==> config.mk <==
export PLATFORM = sky130hd
export DESIGN_NAME = fetch_prefetch_unit
export DESIGN_NICKNAME = d
export VERILOG_FILES = /design/src/rtl/fetch_pkg.sv /design/src/rtl/fetch_queue.sv /design/src/rtl/fetch_prefetch_unit.sv
export SDC_FILE = /design/constraint.sdc
export NUM_CORES = 1
export LEC_CHECK = 0
export ABC_AREA = 1
export CORE_MARGIN = 2
export CORE_UTILIZATION = 35
export CTS_CLUSTER_DIAMETER = 60
export DETAILED_ROUTE_END_ITERATION = 7
export GPL_TIMING_DRIVEN = 0
export SYNTH_ARGS = -nofsm -noshare
export SYNTH_HDL_FRONTEND = slang
export SYNTH_HIERARCHICAL = 1
export SYNTH_SLANG_ARGS = --single-unit
export TNS_END_PERCENT = 20
==> constraint.sdc <==
create_clock -name clk -period 5.1 [get_ports clk]
set_input_delay 0.51 -clock clk [delete_from_list [all_inputs] [get_ports clk]]
set_output_delay 0.51 -clock clk [all_outputs]
set_load 0.05 [all_outputs]
==> src/rtl/fetch_pkg.sv <==
// Shared types for the instruction-fetch front end: FSM states, queue entry layout and default reset PC.
package fetch_pkg;

    localparam int FETCH_XLEN = 32;
    localparam logic [FETCH_XLEN-1:0] RESET_PC_DEFAULT = 32'h0000_0060;

    typedef enum logic [1:0] {
        IDLE,
        REQ,
        DROP
    } fetch_state_e;

    typedef struct packed {
        logic [FETCH_XLEN-1:0] pc;
        logic [FETCH_XLEN-1:0] inst;
    } fetch_entry_t;

endpackage

==> src/rtl/fetch_queue.sv <==
// Circular prefetch FIFO of {pc, inst} entries; flush empties it in one cycle.
module fetch_queue
    import fetch_pkg::*;
#(
    parameter int DEPTH = 4
) (
    input  logic                             clk,
    input  logic                             rst,
    input  logic                             flush_i,
    input  logic                             enq_i,
    input  logic [$bits(fetch_entry_t)-1:0]  enqData_i,
    input  logic                             deq_i,
    output logic [$bits(fetch_entry_t)-1:0]  head_o,
    output logic [$clog2(DEPTH):0]           count_o
);

    localparam int PTRW = $clog2(DEPTH);
    localparam int CW   = PTRW + 1;

    fetch_entry_t    mem_q [DEPTH];
    logic [PTRW-1:0] head_q;
    logic [PTRW-1:0] tail_q;
    logic [CW-1:0]   count_q;

    // Pointers wrap naturally because DEPTH is a power of two.
    always_ff @(posedge clk) begin
        if (rst || flush_i) begin
            head_q  <= '0;
            tail_q  <= '0;
            count_q <= '0;
        end else begin
            if (enq_i) begin
                tail_q <= tail_q + PTRW'(1);
            end
            if (deq_i) begin
                head_q <= head_q + PTRW'(1);
            end
            case ({enq_i, deq_i})
                2'b10:   count_q <= count_q + CW'(1);
                2'b01:   count_q <= count_q - CW'(1);
                default: count_q <= count_q;
            endcase
        end
    end

    always_ff @(posedge clk) begin
        if (enq_i && !flush_i) begin
            mem_q[tail_q] <= enqData_i;
        end
    end

    assign head_o  = mem_q[head_q];
    assign count_o = count_q;

endmodule

==> src/rtl/fetch_prefetch_unit.sv <==
// Instruction-fetch front end: sequential fetch FSM feeding a prefetch queue, with redirect flush.
// Optional FETCH_PERF_CNT_EN adds saturating fetch/flush performance counters.
module fetch_prefetch_unit
    import fetch_pkg::*;
#(
    parameter int              XLEN     = FETCH_XLEN,
    parameter int              DEPTH    = 4,
    parameter logic [XLEN-1:0] RESET_PC = RESET_PC_DEFAULT
) (
    input  logic            clk,
    input  logic            rst,
    output logic            inst_read_o,
    output logic [XLEN-1:0] inst_addr_o,
    input  logic            inst_resp_i,
    input  logic [XLEN-1:0] inst_rdata_i,
    input  logic            redirect_i,
    input  logic [XLEN-1:0] redirect_pc_i,
    output logic            deq_valid_o,
    input  logic            deq_ready_i,
    output logic [XLEN-1:0] deq_inst_o,
    output logic [XLEN-1:0] deq_pc_o
`ifdef FETCH_PERF_CNT_EN
    ,
    output logic [31:0]     perf_fetch_cnt_o,
    output logic [31:0]     perf_flush_cnt_o
`endif
);

    localparam int CW = $clog2(DEPTH) + 1;
    localparam logic [CW-1:0] DEPTH_C = CW'(DEPTH);

    fetch_state_e    state_q;
    logic [XLEN-1:0] fetchPc_q;
    logic [XLEN-1:0] fetchPc_d;
    logic [XLEN-1:0] instAddr_q;
    logic            instRead_q;
    logic [CW-1:0]   count;
    logic [CW-1:0]   countAfterEnq;
    logic            enq;
    logic            deq;
    fetch_entry_t    enqEntry;
    fetch_entry_t    headEntry;

    assign deq_valid_o   = (count != '0);
    assign deq           = deq_valid_o && deq_ready_i && !redirect_i;
    assign enq           = (state_q == REQ) && inst_resp_i && !redirect_i;
    assign enqEntry      = '{pc: fetchPc_q, inst: inst_rdata_i};
    assign fetchPc_d     = fetchPc_q + XLEN'(4);
    assign countAfterEnq = count + CW'(1) - CW'(deq);

    fetch_queue #(
        .DEPTH(DEPTH)
    ) u_queue (
        .clk      (clk),
        .rst      (rst),
        .flush_i  (redirect_i),
        .enq_i    (enq),
        .enqData_i(enqEntry),
        .deq_i    (deq),
        .head_o   (headEntry),
        .count_o  (count)
    );

    // A stale in-flight read keeps its old address in DROP until memory answers it.
    always_ff @(posedge clk) begin
        if (rst) begin
            state_q    <= IDLE;
            fetchPc_q  <= RESET_PC;
            instAddr_q <= RESET_PC;
            instRead_q <= 1'b0;
        end else if (redirect_i) begin
            fetchPc_q  <= redirect_pc_i;
            instRead_q <= 1'b1;
            if (state_q != IDLE && !inst_resp_i) begin
                state_q <= DROP;
            end else begin
                state_q    <= REQ;
                instAddr_q <= redirect_pc_i;
            end
        end else begin
            case (state_q)
                IDLE: begin
                    if (count < DEPTH_C) begin
                        state_q    <= REQ;
                        instRead_q <= 1'b1;
                        instAddr_q <= fetchPc_q;
                    end
                end
                REQ: begin
                    if (inst_resp_i) begin
                        fetchPc_q  <= fetchPc_d;
                        instAddr_q <= fetchPc_d;
                        if (countAfterEnq >= DEPTH_C) begin
                            state_q    <= IDLE;
                            instRead_q <= 1'b0;
                        end
                    end
                end
                DROP: begin
                    if (inst_resp_i) begin
                        state_q    <= REQ;
                        instAddr_q <= fetchPc_q;
                    end
                end
                default: begin
                    state_q    <= IDLE;
                    instRead_q <= 1'b0;
                end
            endcase
        end
    end

    assign inst_read_o = instRead_q;
    assign inst_addr_o = instAddr_q;
    assign deq_pc_o    = deq_valid_o ? headEntry.pc   : '0;
    assign deq_inst_o  = deq_valid_o ? headEntry.inst : '0;

`ifdef FETCH_PERF_CNT_EN
    logic [31:0] perfFetch_q;
    logic [31:0] perfFlush_q;

    always_ff @(posedge clk) begin
        if (rst) begin
            perfFetch_q <= '0;
            perfFlush_q <= '0;
        end else begin
            if (enq && perfFetch_q != 32'hFFFF_FFFF) begin
                perfFetch_q <= perfFetch_q + 32'd1;
            end
            if (redirect_i && perfFlush_q != 32'hFFFF_FFFF) begin
                perfFlush_q <= perfFlush_q + 32'd1;
            end
        end
    end

    assign perf_fetch_cnt_o = perfFetch_q;
    assign perf_flush_cnt_o = perfFlush_q;
`endif

endmodule

; Word level (Yosys, flattened, before mapping)
; Memories as Yosys holds them, arrays and structs flattened. A register that Yosys moved wholly into a read port is not among the register bits.
; Index checks and enable logic that the tools add are counted.
[totals]
memories = 1
mem_bits_rw = 256
out_inout_bits = 98
regBits = 74
in_bits = 69
elab_cells = 73
[classes]
magnitude_cmp = 2
addsub = 6
n_mux = 27
reduce_logical = 20
eq_ne = 10
[mem_list]
columns = memory, depth, word_bits, read_ports, rd_clocked_by_memory_dff, wr, line
row1 = u_queue.mem_q, 4, 64, 1, 1, 1, fetch_queue.sv:20  ; fetch_entry_t mem_q [DEPTH];
[op_table]
columns = op, count
row1 = $mux W32, 9
row2 = $pmux W32 S3, 1
row3 = $add A32 B3 Y32 const B, 1
row4 = $mux W2, 8
row5 = $ne A3 B3 Y1 const B, 3
row6 = $reduce_and A4 Y1, 2
row7 = $reduce_bool A2 Y1, 4
row8 = $logic_and A1 B1 Y1, 6
row9 = $mux W1, 6
row10 = $pmux W2 S3, 1
row11 = $pmux W3 S2, 1
row12 = $reduce_and A5 Y1, 1
row13 = $add A2 B1 Y2 const B, 2
row14 = $eq A2 B1 Y1 const B, 2
row15 = $eq A2 B2 Y1 const B, 2
row16 = $ne A2 B2 Y1 const B, 2
row17 = $reduce_bool A4 Y1, 1
row18 = $add A3 B1 Y3 const B, 1
row19 = $ge A3 B3 Y1 const B, 1
row20 = $lt A3 B3 Y1 const B, 1
row21 = $ne A3 B2 Y1 const B, 1
row22 = $pmux W1 S3, 1
row23 = $reduce_bool A3 Y1, 1
row24 = $sub A3 B1 Y3, 1
row25 = 5 further kinds, 6

; Logic depth before layout (Yosys ltp)
; Gate-level depths: netlist of run 1.
[logic_depth]
depth_word = 9
mapped_depth = 13
mapped_depth_nobuf = 13

; Modules after synthesis
; The synthesis of run 1 kept the hierarchy.
[by_module_without_submodules]
columns = module, n_inst, seq_area_each_um2, cells_each, area_each_um2
row1 = fetch_queue, 1, 7867.5, 678, 9942.0
row2 = fetch_prefetch_unit, 1, 1341.3, 794, 4526.8

; Worst setup path after synthesis of run 1
; OpenSTA, ideal clock, no wires.
[synth_path]
path_type = input -> register
from = input redirect_i
to = memory u_queue/mem_q[0][0] (netlist name) (enable)
n_path_buf = 2
t_arrival_ns = 4.123
slack_ns = 0.491
stages = 6
setup_ns = 0.486
required_time_ns = 4.614
path_cell_list = buf_2 > buf_1 > nor3_1 > inv_1 > or2_2 > nor2_1
[synth_via]
elab_chain_len = 5
[synth_lines]
columns = element, line
row1 = start: declaration, fetch_prefetch_unit.sv:16  ; input logic redirect_i,
row2 = $logic_not A1 Y1, fetch_prefetch_unit.sv:46  ; assign enq = (state_q == REQ) && inst_resp_i && !redirect_i;
row3 = $logic_and A1 B1 Y1, fetch_prefetch_unit.sv:46
row4 = net enq, fetch_prefetch_unit.sv:39  ; logic enq;
row5 = $logic_and A1 B1 Y1, fetch_queue.sv:47  ; if (enq_i && !flush_i) begin
row6 = $mux W1, fetch_queue.sv:47
row7 = $mux W1 (not written as such), fetch_queue.sv:48  ; mem_q[tail_q] <= enqData_i;
row8 = end: declaration, fetch_queue.sv:20
; The timed path passes the listed nets, and every way through them passes these cells.

; Worst setup path after layout of run 1
[layout_path]
from = register u_queue.count_q[1] (netlist: u_queue/count_o[1])
to = output deq_inst_o[28]
[layout_via]
elab_chain_len = 2
[layout_lines]
columns = element, line
row1 = start: declaration, fetch_queue.sv:23  ; logic [CW-1:0] count_q;
row2 = start signal: assignment, fetch_queue.sv:39  ; 2'b10: count_q <= count_q + CW'(1);
row3 = start signal: assignment, fetch_queue.sv:40  ; 2'b01: count_q <= count_q - CW'(1);
row4 = start signal: assignment, fetch_queue.sv:41  ; default: count_q <= count_q;
row5 = $reduce_bool A3 Y1, fetch_prefetch_unit.sv:44  ; assign deq_valid_o = (count != '0);
row6 = $mux W32, fetch_prefetch_unit.sv:116  ; assign deq_inst_o = deq_valid_o ? headEntry.inst : '0;
row7 = end: declaration, fetch_prefetch_unit.sv:20  ; output logic [XLEN-1:0] deq_inst_o,
; No other way between the ends.

==> results_dict.tcl, run 1 <==
set metrics [dict create \
    postCtsHoldBufs 0 \
    slew_viol_final 0 \
    ir_drop_mv 0.2305 \
    crit_path_max_incr_delay_ns 0.73 \
    wl_per_cell_um 18.63 \
    fin_ws_ns 1.247 \
    die-height_um 207.3 \
    critPathKind "register to output pin" \
    synth_top_family_by_area "simple AND/OR/NAND/NOR gates" \
    floorplan.initialDensity_pct 35.44 \
    cts_tree "done" \
    yosys.area_share.simple_pct 15.06 \
    final_common_cell "nor2_1" \
    cpMaxStageDelayCell "clkdlybuf4s50_1" \
    multi_input_area_sq_mm 0.004333 \
    hold_class "register to register" \
    power.density_mw_per_mm2 356.5 \
    rows 74 \
    first_global_vias 11170 \
    drc_errors 0 \
    worstPathMaxFanout 10 \
    min_from "u_queue/head_q[1]" \
    cts_num_sinks 332 \
    critPathArrivalTime_ns 3.34 \
    placedInstanceArea_sq_mm 0.01700 \
    synth_fa_ha_area_share_pct 0.6572 \
    synthesis.nets 1548 \
    cts_resized 0 \
    grt_overflow 0 \
    setup_viol 0 \
    fill_cells 3872 \
    timing.rr.end "u_queue/count_o[2]" \
    path_cells "nor3_1 > clkbuf_1 > buf_1 > nor2_1 > clkdlybuf4s50_1" \
    tightest_slew_ns 0.8863 \
    worst_ep_required_time_ns 4.59 \
    cellLeakagePower_nw 6.596 \
    numCtsBuffers 38 \
    clock-skew-final_ns 0.01597 \
    finalHoldViolCount 0 \
    drt_iter0_drc 771 \
    syn_inst 1472 \
    synthXorXnorAreaFrac_pct 0.1816 \
    antenna_found_initial 0 \
    gr-usage-all-layers_pct 19.02 \
    reg2reg_from "u_queue/count_o[1]" \
    clock_latency_ns 0.53 \
    routed_wirelength_mm 41.89 \
    area_growth_pct 25.89 \
    synth_cell_type_count 39 \
    synth_seq_cells 332 \
    ys_warn_count 6 \
    slew-limit-headroom_pct 40.78 \
    drive_gt1_share_pct 6.818 \
    drv_cap 0 \
    coreArea_sq_mm 0.04083 \
    place_congestion 0.9099 \
    io_buffer_count 166 \
    cts_setup_buffers 0 \
    tns_ns 0 \
    whs_path_depth 1 \
    r2r_cells 13 \
    fmax_ghz 0.2595 \
    ant_nets 0 \
    post_drt_via_cell_ratio 5.075 \
    ys_seq_area_share_pct 63.65 \
    seq_area_sq_mm 0.009209 \
    syn_avg_cell_area_sq_um 9.829 \
    clk_pin_slew_ns 0.06 \
    fp.dieW_um 207.3 \
    dr.pass1.iters 8 \
    pre_cts_ws_ns 1.192 \
    antennaDiodeCount 0 \
    finalInstanceArea_sq_mm 0.01822 \
    dp_hpwl_mm 28.66 \
    grt_setup_unrepaired "no" \
    syn-cell-area_sq_mm 0.01447 \
    fin_crit_sh_pct 75.56 \
    final_util_pct 44.61 \
    htree_levels 2 \
    fin_crit_ns 3.853 \
    endpoint_kind "output pin" \
    synth_mux_area_share_pct 0.1384 \
    ioPinCount 167 \
    cp_num_buf_inv 3 \
    status "finished, final reports clean" \
    die_area_sq_mm 0.04298 \
    final_cell_mix "nor2_1, edfxtp_1, nand2_1, clkdlybuf4s50_1, o21ai_0" \
    vias 11410 \
    clk_path_buf_depth 3 \
    grt_max_degree 29 \
    rrSetupSlack_ns 2.00 \
    path_delay_family "buffers and inverters" \
    grt_pass1_wl_mm 63.98 \
    critPathLaunchType "register" \
    nNetsFinal 1762 \
    synth_compound_area_share_pct 13.70 \
    root_buffer "clkbuf_16" \
]
-- metal layers --
layer | global-route usage (%) | wire (um) | vias up
li1 | - | - | 5498
met1 | 26.09 | 18800 | 5425
met2 | 31.28 | 19580 | 418
met3 | 3.071 | 2606 | 67
met4 | 5.222 | 898 | 0
met5 | 0 | 0 | -
-- worst reg2reg max path: stages, from the launching register on --
cell and delay [ns]:
dfxtp_1 0.35, nor3_1 0.44, clkbuf_1 0.66, buf_1 0.54, nor2_1 0.18, ha_1 0.24, inv_1 0.08, fa_1 0.19
inv_1 0.04, nand2_1 0.07, nand3_1 0.07, nand2_1 0.06, inv_1 0.04, nor2_1 0.08
-- stage by stage --
step	hold WS, ns	instances	power [W]
after floorplan	0.4116	1472	0.003586
after global placement	0.4303	2170	0.003906
after detailed placement	0.4318	2178	0.003913
after CTS	0.4495	2248	0.006543
after global routing	0.4901	2248	0.006728
final	0.4496	2248	0.006494
-- cells in the mapped netlist, drive strengths merged --
cell / instances / area share, %
o22ai: 64 / 2.8
xnor2: 1 / 0.061
nor3: 2 / 0.069
ha: 6 / 0.52
or2: 1 / 0.043
buf: 42 / 2.2
inv: 128 / 3.3
mux2i: 2 / 0.14
nor2: 297 / 7.8
nand2: 187 / 5.0
clkbuf: 39 / 1.0
o21a: 1 / 0.052
edfxtp: 256 / 53
a21oi: 67 / 2.3
a22o: 1 / 0.061
a31oi: 12 / 0.52
nand3: 48 / 1.7
clkinv: 1 / 0.026
o21ai: 223 / 7.7
o211a: 2 / 0.14
dfxtp: 76 / 11
o211ai: 1 / 0.052
nand3b: 2 / 0.10
a21boi: 1 / 0.052
nand4: 9 / 0.39
xor2: 2 / 0.12
fa: 1 / 0.14
-- flip-flops by register name, indices dropped and copies added (netlist names), named ones only --
register         cells
u_queue/count_o      3
fetchPc_q           32
inst_addr_o         32
u_queue/tail_q       2
u_queue/mem_q      256
inst_read_o          1
state_q              2
u_queue/head_q       2
-- final cells by class --
cell class                      count  share of cell area (%)
Tap cell                          532                   3.654
Buffer                             81                   2.597
Timing Repair Buffer              174                   10.08
Clock buffer                       50                   5.640
Clock inverter                     20                   1.023
Inverter                          129                   2.658
Multi-Input combinational cell    930                   23.79
Sequential cell                   332                   50.56
-- report_power, final --
part	internal, W	switching [W]
clock	0.00154	0.00109
sequential	0.00301	0.000101
combinational	0.000252	0.000508
total	0.00480	0.00170
-- logic make-up (layout without fill, tap and decap cells) --
family                     Yosys count  count (layout)
and+or+nand+nor                    546             546
AOI/OAI and AO/OA                  372             372
DFF                                332             332
buffers and inverters              210             454
adders and majority gates            7               7
xor gates and xnor gates             3               3
muxes                                2               2
-- worst max-delay path by stage --
| stage | start | endpoint | slack (ns) | cells past startpoint |
|---|---|---|---|---|
| floorplan | redirect_i | u_queue/mem_q[0][0] | 0.49 | 6 |
| global placement | redirect_i | u_queue/mem_q[3][1] | -2.71 | 7 |
| detailed placement | redirect_i | u_queue/mem_q[0][3] | 1.19 | 8 |
| CTS | u_queue/count_o[1] | deq_inst_o[26] | 1.05 | 5 |
| global route | u_queue/count_o[1] | deq_inst_o[27] | 0.92 | 5 |
| finish | u_queue/count_o[1] | deq_inst_o[28] | 1.25 | 5 |
Power figures use the tool's default switching activity.
==> run 2, diff against run 1 <==
==> constraint.sdc (replaced) <==
create_clock -name clk -period 3.8 [get_ports clk]
set_input_delay 0.38 -clock clk [delete_from_list [all_inputs] [get_ports clk]]
set_output_delay 0.38 -clock clk [all_outputs]
set_load 0.05 [all_outputs]
==> run 2 against run 1 <==
Critical path depth up 2. Wire length about the same. Clock power up 34%. Final cell count unchanged. Register-to-register slack worse by 1.1 ns. Largest cell class unchanged. Largest power group unchanged.
==> results_dict.tcl, run 2 (same netlist as run 1, synthesis figures left out) <==
set metrics [dict create \
    status "finished, final reports clean" \
    antenna_found_initial 0 \
    clk_path_buf_depth 3 \
    setup_viol 0 \
    numCtsBuffers 38 \
    die-height_um 207.3 \
    path_cells "buf_4 > clkbuf_1 > o21ai_0 > o22ai_1 > inv_1 > nor2_1 > clkdlybuf4s50_1" \
    ant_nets 0 \
    fp.dieW_um 207.3 \
    cts_tree "done" \
    grt_pass1_wl_mm 63.98 \
    routed_wirelength_mm 41.90 \
    use_met3_pct 3.071 \
    cp_num_buf_inv 4 \
    cellLeakagePower_nw 6.599 \
    critPathLaunchType "register" \
    cts_num_sinks 332 \
    hold_class "register to register" \
    floorplan.initialDensity_pct 35.44 \
    regMostFlops "u_queue/mem_q" \
    die_area_sq_mm 0.04298 \
    cpMaxStageDelayCell "clkdlybuf4s50_1" \
    grt_overflow 0 \
    clock-skew-final_ns 0.01600 \
    critPathKind "register to output pin" \
    post_drt_via_cell_ratio 5.074 \
    nNetsFinal 1762 \
    p_sw_w 0.002278 \
    p_sw_share_pct 26.14 \
    drt_iter0_drc 771 \
    wl_per_cell_um 18.64 \
    coreArea_sq_mm 0.04083 \
    pwr-share-clk_pct 40.5 \
    grt_util_met2_pct 31.28 \
    area_growth_pct 25.90 \
    final_util_pct 44.61 \
    largest_reg_flops 256 \
    power.density_mw_per_mm2 478.5 \
    endpoint_kind "output pin" \
    slew-limit-headroom_pct 40.72 \
    fmax_ghz 0.2819 \
    clk_pin_slew_ns 0.06 \
    rrSetupSlack_ns 0.95 \
    grt-busiest-layer "met2" \
    fill_cells 3872 \
    power_w 0.008716 \
    grt_max_degree 29 \
    finalHoldViolCount 0 \
    critPathArrivalTime_ns 3.17 \
    worstPathMaxFanout 10 \
    drv_cap 0 \
    place_congestion 0.9099 \
    antennaDiodeCount 0 \
    io_buffer_count 166 \
    dp_hpwl_mm 28.66 \
    seq_power_share_pct 47.8 \
    htree_levels 2 \
    tightest_slew_ns 0.8872 \
    clock_latency_ns 0.53 \
    slew_viol_final 0 \
    worst_ep_required_time_ns 3.42 \
    vias 11410 \
    grt_setup_unrepaired "no" \
    gr-usage-all-layers_pct 19.02 \
    drc_errors 0 \
    fin_crit_sh_pct 93.35 \
    root_buffer "clkbuf_16" \
    crit_path_max_incr_delay_ns 0.89 \
    path_delay_family "buffers and inverters" \
    dr.pass1.iters 7 \
    final_cell_mix "nor2_1, edfxtp_1, nand2_1, clkdlybuf4s50_1, o21ai_0" \
    met1_usage_pct 26.09 \
    rows 74 \
    power_frac_comb_pct 11.7 \
    ir_drop_mv 0.3093 \
    fin_crit_ns 3.547 \
    drive_gt1_share_pct 6.876 \
    final_common_cell "nor2_1" \
    internal_power_w 0.006438 \
    first_global_vias 11170 \
    ioPinCount 167 \
    holdWs_ns 0.4496 \
]
==> run 2: layer usage <==
| layer | up-vias | part of all wire (%) |
|---|---|---|
| met1 | 5424 | 45 |
| met2 | 418 | 47 |
| li1 | 5498 | - |
| met5 | - | 0 |
| met3 | 67 | 6.2 |
| met4 | 0 | 2.1 |
==> run 2: layout make-up <==
cell class	instances	area (sq um)	share of cell area, %
Buffer	81	474.2	2.603
Clock buffer	50	1027	5.639
Clock inverter	20	186.4	1.023
Inverter	129	484.2	2.658
Multi-Input combinational cell	930	4333	23.79
Sequential cell	332	9209	50.55
Tap cell	532	665.6	3.654
Timing Repair Buffer	174	1837	10.08
==> run 2: worst paths after layout <==
check | end | depth (start not counted) | from
setup / recovery | deq_pc_o[14] | 7 | register
hold / removal | register | 1 | u_queue/head_q[1]
setup reg to reg | u_queue/count_o[2] | 13 | u_queue/count_o[1]
hold reg to reg | register | 1 | u_queue/head_q[1]
==> run 2: power by group through the flow <==
stage | sequential, W | combinational (W) | clock, W
after floorplan | 0.00436 | 0.000449 | 0
after global placement | 0.00424 | 0.00100 | 0
after detailed placement | 0.00424 | 0.00101 | 0
after CTS | 0.00417 | 0.00102 | 0.00360
after global routing | 0.00419 | 0.00109 | 0.00375
final | 0.00417 | 0.00102 | 0.00353
==> run 2: metrics by stage <==
step	std cells	worst slack, ns	area [sq um]	setup TNS [ns]
3_3_place_gp	2170	-3.876	16800	-972.21
3_5_place_dp	2178	0.02225	17000	0
6_report	2248	0.2526	18220	0
4_1_cts	2248	0.1472	18220	0
2_1_floorplan	1472	-0.6792	14470	-173.87
5_1_grt	2248	0.03977	18220	0
==> run 2: what timing repair did <==
action | 4_1_cts | 5_1_grt
hold buffers | 0 | 0
buffers inserted | 0 | 0
setup endpoints to repair | 9 | 0
resized for setup | 1 | 0
